`src/rtl/weight_bank.sv`:
```
// weight_bank: bank of N signed weights with sequenced init, indexed delta updates and epoch counting; saturation when WEIGHT_BANK_SAT_EN is defined
module weight_bank #(
  parameter int N = 4,
  parameter int DW = 16,
  parameter int FRAC = 10,
  parameter logic signed [DW-1:0] INIT_VAL = 16'sd102,
  localparam int IDXW = $clog2(N)
) (
  input  logic                   clk,
  input  logic                   reset,
  input  logic                   init_start,
  output logic                   init_busy,
  input  logic                   upd_valid,
  output logic                   upd_ready,
  input  logic [IDXW-1:0]        upd_idx,
  input  logic signed [DW-1:0]   upd_delta,
  input  logic                   upd_last,
  input  logic [IDXW-1:0]        rd_idx,
  output logic signed [DW-1:0]   rd_w,
  output logic [N*DW-1:0]        w_flat,
  output logic [15:0]            epoch_cnt,
  output logic                   err_idx,
  output logic                   sat_flag
);
  localparam logic [0:0] IDLE = 1'b0;
  localparam logic [0:0] INIT = 1'b1;
  if (FRAC > DW - 1) begin : g_bad_frac
    $error("FRAC must leave room for the sign bit");
  end
  logic [0:0] state_q, state_d;
  logic [IDXW-1:0] k_q, k_d;
  logic signed [DW-1:0] w_q [N];
  logic signed [DW-1:0] w_d [N];
  logic signed [DW-1:0] rd_q, rd_d, w_sel, res;
  logic [DW:0] sum;
  logic [15:0] epoch_q, epoch_d;
  logic err_q, err_d, sat_q, sat_d, hs, start, ovf;
  assign upd_ready = (state_q == IDLE) && !init_start;
  assign hs = upd_valid && upd_ready;
  assign start = (state_q == IDLE) && init_start;
  assign init_busy = (state_q == INIT);
  assign rd_w = rd_q;
  assign epoch_cnt = epoch_q;
  assign err_idx = err_q;
  assign sat_flag = sat_q;
  for (genvar i = 0; i < N; i++) begin : g_flat
    assign w_flat[i*DW +: DW] = w_q[i];
  end
  // operand selection, widened add with overflow detection, and next-state for the whole bank
  always_comb begin
    w_sel = '0;
    rd_d = '0;
    for (int i = 0; i < N; i++) begin
      if (upd_idx == IDXW'(i)) w_sel = w_q[i];
      if (rd_idx == IDXW'(i)) rd_d = w_q[i];
    end
    sum = {w_sel[DW-1], w_sel} + {upd_delta[DW-1], upd_delta};
    ovf = sum[DW] ^ sum[DW-1];
`ifdef WEIGHT_BANK_SAT_EN
    res = ovf ? (sum[DW] ? {1'b1, {(DW-1){1'b0}}} : {1'b0, {(DW-1){1'b1}}}) : sum[DW-1:0];
`else
    res = sum[DW-1:0];
`endif
    for (int i = 0; i < N; i++)
      w_d[i] = (state_q == INIT && k_q == IDXW'(i)) ? INIT_VAL :
               (hs && upd_idx == IDXW'(i)) ? res : w_q[i];
    state_d = start ? INIT : (state_q == INIT && k_q == IDXW'(N-1)) ? IDLE : state_q;
    k_d = (state_q == INIT) ? k_q + 1'b1 : '0;
    epoch_d = epoch_q + 16'(hs && upd_last);
    err_d = start ? 1'b0 : err_q | (hs && int'(upd_idx) >= N);
    sat_d = start ? 1'b0 : sat_q | (hs && ovf);
  end
  // state registers; reset abandons any init in progress and zeroes the bank
  always_ff @(posedge clk or posedge reset) begin
    if (reset) begin
      state_q <= IDLE;
      k_q <= '0;
      w_q <= '{default: '0};
      rd_q <= '0;
      epoch_q <= '0;
      err_q <= 1'b0;
      sat_q <= 1'b0;
    end else begin
      state_q <= state_d;
      k_q <= k_d;
      w_q <= w_d;
      rd_q <= rd_d;
      epoch_q <= epoch_d;
      err_q <= err_d;
      sat_q <= sat_d;
    end
  end
endmodule

```
`config.mk`:
```
export PLATFORM = sky130hd
export DESIGN_NAME = weight_bank
export DESIGN_NICKNAME = d
export VERILOG_FILES = /design/src/rtl/weight_bank.sv
export SDC_FILE = /design/constraint.sdc
export NUM_CORES = 1
export LEC_CHECK = 0
export CORE_ASPECT_RATIO = 2
export CORE_UTILIZATION = 50
export CTS_CLUSTER_DIAMETER = 200
export CTS_CLUSTER_SIZE = 40
export DETAILED_ROUTE_END_ITERATION = 7
export PLACE_DENSITY = 0.81
export SLEW_MARGIN = 5
export SYNTH_ARGS = -nofsm -noshare
export SYNTH_HDL_FRONTEND = slang
export SYNTH_SLANG_ARGS = --single-unit
```
`constraint.sdc`:
```
create_clock -name clk -period 7.25 [get_ports clk]
set_input_delay 1.0875 -clock clk [delete_from_list [all_inputs] [get_ports clk]]
set_output_delay 1.0875 -clock clk [all_outputs]
set_load 0.1 [all_outputs]
```
# Word-level counts from Yosys, hierarchy flattened
# Cells that the tools add are included.
[word_totals]
n_memories = 0
output_inout_bits = 100
ram_bits = 0
rom_bits = 0
regBits = 100
latch_bits = 0
inputBits = 25
[op_classes]
n_shift = 0
div_mod_pow = 0
reduce_logical = 22
n_lt_le_gt_ge = 0
n_eq_ne = 9
mux = 20
n_mul = 0
bitwise = 3
n_addsub = 3
[ops]
columns = ["operator", "count"]
rows = [
  ["$mux W16", 16],
  ["$add A16 B16 Y17", 1],
  ["$add A16 B1 Y16", 1],
  ["$logic_and A1 B1 Y1", 13],
  ["$eq A2 B2 Y1 const B", 6],
  ["$reduce_bool A2 Y1", 5],
  ["$eq A2 B1 Y1 const B", 3],
  ["$logic_not A2 Y1", 3],
  ["$mux W1", 3],
  ["$add A2 B1 Y2 const B", 1],
  ["$mux W2", 1],
  ["$logic_not A1 Y1", 1],
  ["$not A1 Y1", 1],
  ["$or A1 B1 Y1", 1],
  ["$xor A1 B1 Y1", 1],
]

# Logic depth before layout (Yosys ltp)
# Gate-level depths: netlist of the first run.
[logic_depth]
ltp_word = 10
depth_mapped = 11
ltp_nobuf = 9

# Least setup slack after synthesis of the first run
# No wires, ideal clock.
[synth_timing]
path_kind = "input-to-reg"
startpoint = "input port upd_idx[1]"
endpoint = "register sat_q, in the netlist sat_flag"
setup_ns = 0.111
path_stages = 11
arrival_ns = 3.863
slack_ns = 3.275
path_buffers = 2
cell_sequence = "clkbuf_1 -> buf_1 -> mux4_2 -> ha_1 -> fa_1 -> nand3_1 -> a21oi_1 -> o41ai_4 -> o211ai_2 -> and3b_1 -> a2111oi_2"
[synth_between]
elab_chain_cells = 10
elab_cells_between_ends = 13
[synth_lines]
columns = ["element", "line", "source"]
rows = [
  ["start: declaration", "15", "input logic [IDXW-1:0] upd_idx,"],
  ["$logic_not A2 Y1", "54", "if (upd_idx == IDXW'(i)) w_sel = w_q[i];"],
  ["$mux W16 (3 in series)", "54", ""],
  ["$mux W16 (*)", "54", ""],
  ["$add A16 B16 Y17 (*)", "57", "sum = {w_sel[DW-1], w_sel} + {upd_delta[DW-1], upd_delta};"],
  ["$xor A1 B1 Y1 (*)", "58", "ovf = sum[DW] ^ sum[DW-1];"],
  ["$logic_and A1 B1 Y1 (*)", "71", "sat_d = start ? 1'b0 : sat_q | (hs && ovf);"],
  ["$or A1 B1 Y1 (*)", "71", ""],
  ["$mux W1 (*)", "71", ""],
  ["via sat_d", "37", "logic err_q, err_d, sat_q, sat_d, hs, start, ovf;"],
  ["end signal: assignment", "90", "sat_q <= sat_d;"],
  ["end: declaration", "37", ""],
]
# The timed path passes the listed nets; every way through them passes the cells marked *.
# A chain may end at the register's enable or synchronous reset.

# Final worst setup path of the first run
[layout_timing]
startpoint = "input port upd_idx[0]"
endpoint = "register sat_q, in the netlist sat_flag"
# The elaborated chain is that of the path after synthesis.

==> qor.csv, run 1 <==
stage,metric,value,unit
grt,grt_pass1_vias,4219,
synthesis,synth_top_area_share,49.3,%
synthesis,async_reset_ff_share,100,%
clock_network,clock_latency,0.35,ns
final_layout,fill_cells,762,
synthesis,synth_largest_area_cell,dfrtp_1,
clock_network,cts_setup_buffers,0,
worst_setup_path,cp-end-kind,flop,
place,hpwl,10.0,mm
route,drt_pre_antenna_iters,5,
clock_network,cts_root_buffer,clkbuf_16,
clock_network,cts_buffers,9,
route,dr_total_vias,4060,
place,place_congestion,0.884,
timing,period_share,58.6,%
route,m1WireLength,4.85,mm
route,dr.first_iter.drc_count,244,
synthesis,yosysWarnings,0,
worst_setup_path,critPathMaxFanout,24,
timing,fin_tns_setup,0,ns
timing,min_period,4.25,ns
route,wire_per_inst,21.2,µm
synthesis,yosys-top-cells-area,"dfrtp_1, mux4_2, a22o_1",
floorplan,initial_core_util,51.7,%
worst_hold_path,worstHoldEndpoint,epoch_cnt[15],
route,dr_wl_met3,1.01,mm
grt,grt_max_degree,73,
timing,hold_violations,0,
final_layout,diodes,0,
timing,rsz0062_at_grt,no,
route,totalWireLength,13.8,mm
floorplan,die_y,145,µm
floorplan,ios,125,
final_layout,final_layout_size_suffix_gt1_share,12.5,%
synthesis,syn_nets,438,
worst_setup_path,critPathRequiredTime,7.48,ns
worst_setup_path,cp_slowest_stage_delay,0.57,ns
flow_run,max_cap_viol_count,0,
floorplan,die_area,10600,µm²
synthesis,synth.most_common_cell,dfrtp_1,
worst_setup_path,critPathArrivalTime,4.48,ns
synthesis,synth_top_flop_cell,dfrtp_1,
status,status,"complete, no violations",
synthesis,syn_area_per_cell,13.1,µm²
worst_setup_path,critPathBufInv,2,
route,ant_nets,0,
place,post-place-ws,2.69,ns
synthesis,synthCells,389,
grt,overflow,0,
worst_setup_path,worstPathCellList,"clkdlybuf4s50_1, buf_4, mux4_2, ha_1, fa_1, nand3_1, a21oi_1, o41ai_4, o211ai_2, and3b_1, a2111oi_2",
timing,clock-skew-final,0.00688,ns
floorplan,core_area,9830,µm²
synthesis,ys_ff_latch,100,
worst_hold_path,hp-class,flop to flop,
worst_setup_path,regToRegStartpoint,w_flat[32],
worst_setup_path,ff2ff_setup_slack,4.23,ns
clock_network,cts.repair.resized,0,
clock_network,htree_levels,3,
timing,worst_slew_margin_rel,32.4,%
route,drc,0,
worst_setup_path,cp_slowest_cell,mux4_2,
worst_setup_path,crit_path_start_kind,primary input,
clock_network,max-clock-path-buffers,2,
worst_setup_path,path_delay_family,compound AO/OA/AOI/OAI gates,
grt,antenna_found_initial,0,
timing,fin_ws,3.00,ns
timing,drv_slew,0,
timing,worst_pin_slew,1.01,ns
synthesis,synth_common_cells,"dfrtp_1, a22o_1, mux4_2, a21oi_1, nand2_1",
floorplan,fp.dieW,73.3,µm
final_layout,area_growth,33.0,%
clock_network,cts-hold-fix-buffers,0,
worst_hold_path,hold_start,epoch_cnt[15],
synthesis,syn_area,5080,µm²
grt,grt_usage,28.3,%
clock_network,clkTransAtPathRegs,0.07,ns
worst_setup_path,rr_worst_depth,9,
route,wl_met2,7.33,mm
grt,grt_pass1_wl,21.7,mm
clock_network,cts_tree,done,
worst_hold_path,worstHoldPathCells,1,
worst_setup_path,path_class,primary input to flop,
route,highest-signal-layer,met4,
floorplan,std_cell_rows,51,
clock_network,cts.sinks,100,
worst_setup_path,r2r_end,sat_flag,
place,numPortBuffers,123,
final_layout,nets,565,
timing,fmax,0.235,GHz
synthesis,synth_edf_count,0,
timing,finalSetupViolCount,0,
synthesis,synth_cell_type_count,43,
synthesis,ys_seq_area_share,49.3,%
route,drt-vias-per-instance,6.22,
## stage by stage
| stage | hold WS (ns) | cells | cell area [µm²] | util [%] |
|---|---|---|---|---|
| 6_report | 0.480 | 653 | 6760 | 68.8 |
| 4_1_cts | 0.487 | 653 | 6760 | 68.8 |
| 3_3_place_gp | 0.464 | 637 | 6490 | 66.0 |
| 3_5_place_dp | 0.475 | 637 | 6490 | 66.0 |
| 2_1_floorplan | 0.450 | 389 | 5080 | - |
| 5_1_grt | 0.511 | 653 | 6760 | 68.8 |
## cells in the final DEF (no fill, tap or decap), drive strengths merged, types with 5 or more instances in the layout
cell / n
ha: 23
nand2: 24
xnor2: 17
inv: 5
o21ai: 11
a22o: 44
buf: 11
xor2: 10
a21oi: 25
mux4: 32
nand3: 12
and3: 7
dfrtp: 100
clkbuf: 12
nor2: 12
o22a: 12
clkdlybuf4s50: 123
## worst max path at each step
stage	start	to	slack, ns	depth (start not counted)
6_report	upd_idx[0]	sat_flag	3.00	11
5_1_grt	upd_idx[0]	sat_flag	2.83	11
4_1_cts	upd_idx[0]	sat_flag	3.03	11
3_5_place_dp	upd_idx[0]	sat_flag	2.69	11
3_3_place_gp	upd_idx[0]	sat_flag	2.78	11
2_1_floorplan	upd_idx[1]	sat_flag	3.28	11
## worst reg2reg max path, cell delays in order (launching register included)
cell and delay (ns):
dfrtp_1 0.42, mux4_2 0.49, ha_1 0.24, fa_1 0.42
nand3_1 0.11, a21oi_1 0.13, o41ai_4 0.40, o211ai_2 0.14
and3b_1 0.19, a2111oi_2 0.36
## cell families (layout without fill, tap and decap cells)
logic type,after synthesis,after routing,share of synthesized area (%)
other,1,1,0.0738
adder cells (fa/ha/maj),24,24,6.06
AO/OA/AOI/OAI,108,108,16.6
XOR/XNOR,27,27,4.66
flip-flops,100,100,49.3
multiplexers,32,32,14.2
buffers and inverters,23,155,1.85
AND/OR/NAND/NOR,74,74,7.36
## final cells by class
type | instances | area (µm²) | area share, %
inverters | 5 | 21.3 | 0.315
clock buffers | 12 | 246 | 3.65
multi-input cells | 266 | 2480 | 36.8
clock inverters | 4 | 25.0 | 0.370
repair buffers | 134 | 1310 | 19.4
well taps | 132 | 165 | 2.44
flip-flops and latches | 100 | 2500 | 37.0
## state kept, by name, indices dropped and copies added (netlist names)
name and count:
k_q 2, sat_flag 1, w_flat 64, epoch_cnt 16
rd_w 16, init_busy 1
## routing by layer
layer | track usage, % | vias up
met3 | 6.06 | 49
met1 | 31.9 | 2034
met2 | 48.1 | 217
li1 | - | 1760
met5 | 0 | -
met4 | 16.9 | 0
Power of run 1 is not shown: default switching activity piles up to over one toggle a cycle in this logic, so the estimate is an artifact.
==> inputs of run 2 (changes only) <==
==> constraint.sdc (replaced) <==
create_clock -name clk -period 4.14 [get_ports clk]
set_input_delay 0.621 -clock clk [delete_from_list [all_inputs] [get_ports clk]]
set_output_delay 0.621 -clock clk [all_outputs]
set_load 0.1 [all_outputs]
==> run 2 against run 1 <==
Net effect:
- clock skew is 0.0017 ns lower
- wire length rose by 6.3%
- critical path depth down 1
- hold slack improved by 0.0049 ns
- core utilization rose by 0.92 points
- critical path type unchanged
- final area increased by 1.3%
- clock-buffer cell count up 1
- via count down 0.30%
- critical endpoint unchanged
==> qor.csv, run 2 (synthesized netlist as in run 1, its figures left out) <==
stage,metric,value,unit,change
worst_setup_path,critPathBufInv,2,,unchanged
status,status,"complete, no violations",,unchanged
final_layout,final_common_cell,clkdlybuf4s50_1,,unchanged
worst_setup_path,crit_path_start_kind,primary input,,unchanged
final_layout,nets,570,,was 565
clock_network,max-clock-path-buffers,2,,unchanged
route,wire_per_inst,22.3,µm,was 21.2 µm
place,hpwl,10.7,mm,was 10.0 mm
timing,worst_pin_slew,1.01,ns,about the same
floorplan,std_cell_rows,51,,unchanged
clock_network,cts.repair.resized,0,,unchanged
grt,grt_max_degree,101,,was 73
place,numPortBuffers,123,,unchanged
final_layout,final_layout_size_suffix_gt1_share,13.7,%,was 12.5%
worst_setup_path,critPathRequiredTime,4.37,ns,was 7.48 ns
final_layout,area_growth,34.8,%,was 33.0%
route,drc,0,,unchanged
final_layout,largest_register_ffs,64,,unchanged
clock_network,clock_latency,0.34,ns,was 0.35 ns
place,place_congestion,0.894,,was 0.884
timing,rsz0062_at_grt,no,,unchanged
floorplan,core_area,9830,µm²,unchanged
grt,grt_pass1_wl,22.7,mm,was 21.7 mm
route,dr.first_iter.drc_count,266,,was 244
floorplan,die_y,145,µm,unchanged
clock_network,cts_buffers,9,,unchanged
final_layout,layout_common_cells,"clkdlybuf4s50_1, dfrtp_1, a22o_1, mux4_2, a21oi_1",,unchanged
route,drt_pre_antenna_iters,4,,was 5
worst_setup_path,cp-end-kind,flop,,unchanged
grt,overflow,0,,unchanged
timing,worst_slew_margin_rel,32.6,%,was 32.4%
route,ant_nets,0,,unchanged
clock_network,cts.sinks,100,,unchanged
worst_hold_path,hp-class,flop to flop,,unchanged
clock_network,htree_levels,3,,unchanged
flow_run,max_cap_viol_count,0,,unchanged
final_layout,regArea,2500,µm²,unchanged
worst_setup_path,critPathMaxFanout,10,,was 24
timing,drv_slew,0,,unchanged
floorplan,initial_core_util,51.7,%,unchanged
final_layout,fill_cells,752,,was 762
timing,fin_ws,0.461,ns,was 3.00 ns
final_layout,fin_util,69.7,%,was 68.8%
timing,fin_tns_setup,0,ns,unchanged
route,drt-vias-per-instance,6.15,,was 6.22
grt,antenna_found_initial,0,,unchanged
timing,clock-skew-final,0.00516,ns,was 0.00688 ns
floorplan,ios,125,,unchanged
clock_network,clkTransAtPathRegs,0.06,ns,was 0.07 ns
place,place_inst,642,,was 637
floorplan,fp.dieW,73.3,µm,unchanged
clock_network,cts_root_buffer,clkbuf_16,,unchanged
worst_setup_path,critPathArrivalTime,3.91,ns,was 4.48 ns
floorplan,die_area,10600,µm²,unchanged
final_layout,diodes,0,,unchanged
route,totalWireLength,14.7,mm,was 13.8 mm
worst_setup_path,path_class,primary input to flop,,unchanged
timing,fmax,0.272,GHz,
final_layout,multi_input_area,2480,µm²,unchanged
worst_setup_path,worstPathCellList,"clkdlybuf4s50_1, buf_4, mux4_2, ha_1, a211oi_2, nor2_1, o41ai_4, o211ai_2, and3b_1, a2111oi_2",,"was clkdlybuf4s50_1, buf_4, mux4_2, ha_1, fa_1, nand3_1, a21oi_1, o41ai_4, o211ai_2, and3b_1, a2111oi_2"
clock_network,cts_setup_buffers,0,,unchanged
timing,period_share,88.9,%,
worst_setup_path,cp_slowest_cell,clkdlybuf4s50_1,,was mux4_2
grt,grt_pass1_vias,4185,,was 4219
timing,hold_violations,0,,unchanged
final_layout,final_cells,658,,was 653
worst_setup_path,path_delay_family,compound AO/OA/AOI/OAI gates,,unchanged
place,post-place-ws,0.167,ns,was 2.69 ns
timing,finalSetupViolCount,0,,unchanged
grt,grt_usage,29.9,%,was 28.3%
worst_setup_path,cp_slowest_stage_delay,0.67,ns,was 0.57 ns
route,dr_total_vias,4048,,was 4060
clock_network,cts-hold-fix-buffers,0,,unchanged
clock_network,cts_tree,done,,unchanged
timing,min_period,3.68,ns,
==> run 2: cell count changes in the layout (fill, tap and decap cells not counted) <==
| cell | previous run | this run |
|---|---|---|
| bufinv_16 | 0 | 1 |
| clkinvlp_4 | 2 | 0 |
| clkinv_4 | 0 | 1 |
| clkinv_2 | 2 | 1 |
| buf_4 | 11 | 16 |
| clkdlybuf4s50_1 | 123 | 122 |
| clkbuf_1 | 2 | 1 |
| clkbuf_8 | 1 | 3 |
| buf_12 | 0 | 1 |
==> run 2: area by class of cell <==
type,count,area share (%)
Timing Repair Buffer,139,19.9
Tap cell,132,2.41
Sequential cell,100,36.5
Inverter,5,0.311
Clock inverter,3,0.640
Clock buffer,13,3.95
Multi-Input combinational cell,266,36.3
==> run 2: final timing paths <==
check,start,endpoint,slack (ns),cells after the start
hold / removal,epoch_cnt[15],epoch_cnt[15],0.48,1
hold reg to reg,epoch_cnt[15],epoch_cnt[15],0.48,1
max in group asynchronous,reset,w_flat[46],2.99,3
setup reg to reg,w_flat[48],sat_flag,1.15,9
min in group asynchronous,reset,w_flat[11],0.74,3
setup / recovery,upd_idx[0],sat_flag,0.46,10
==> run 2: per-layer routing <==
| layer | track usage [%] | share of wire, % | up-vias |
|---|---|---|---|
| li1 | - | - | 1761 |
| met1 | 33.2 | 34 | 2071 |
| met2 | 54.0 | 57 | 187 |
| met3 | 5.16 | 7.1 | 29 |
| met4 | 13.9 | 2.3 | 0 |
| met5 | 0 | 0 | - |
==> run 2: per-stage QoR <==
stage | instance area, µm² | hold WS (ns)
floorplan | 5080 | 0.450
global placement | 6530 | 0.464
detailed placement | 6530 | 0.478
CTS | 6850 | 0.491
global route | 6850 | 0.501
finish | 6850 | 0.485
Power of run 2 is left out for the same reason.
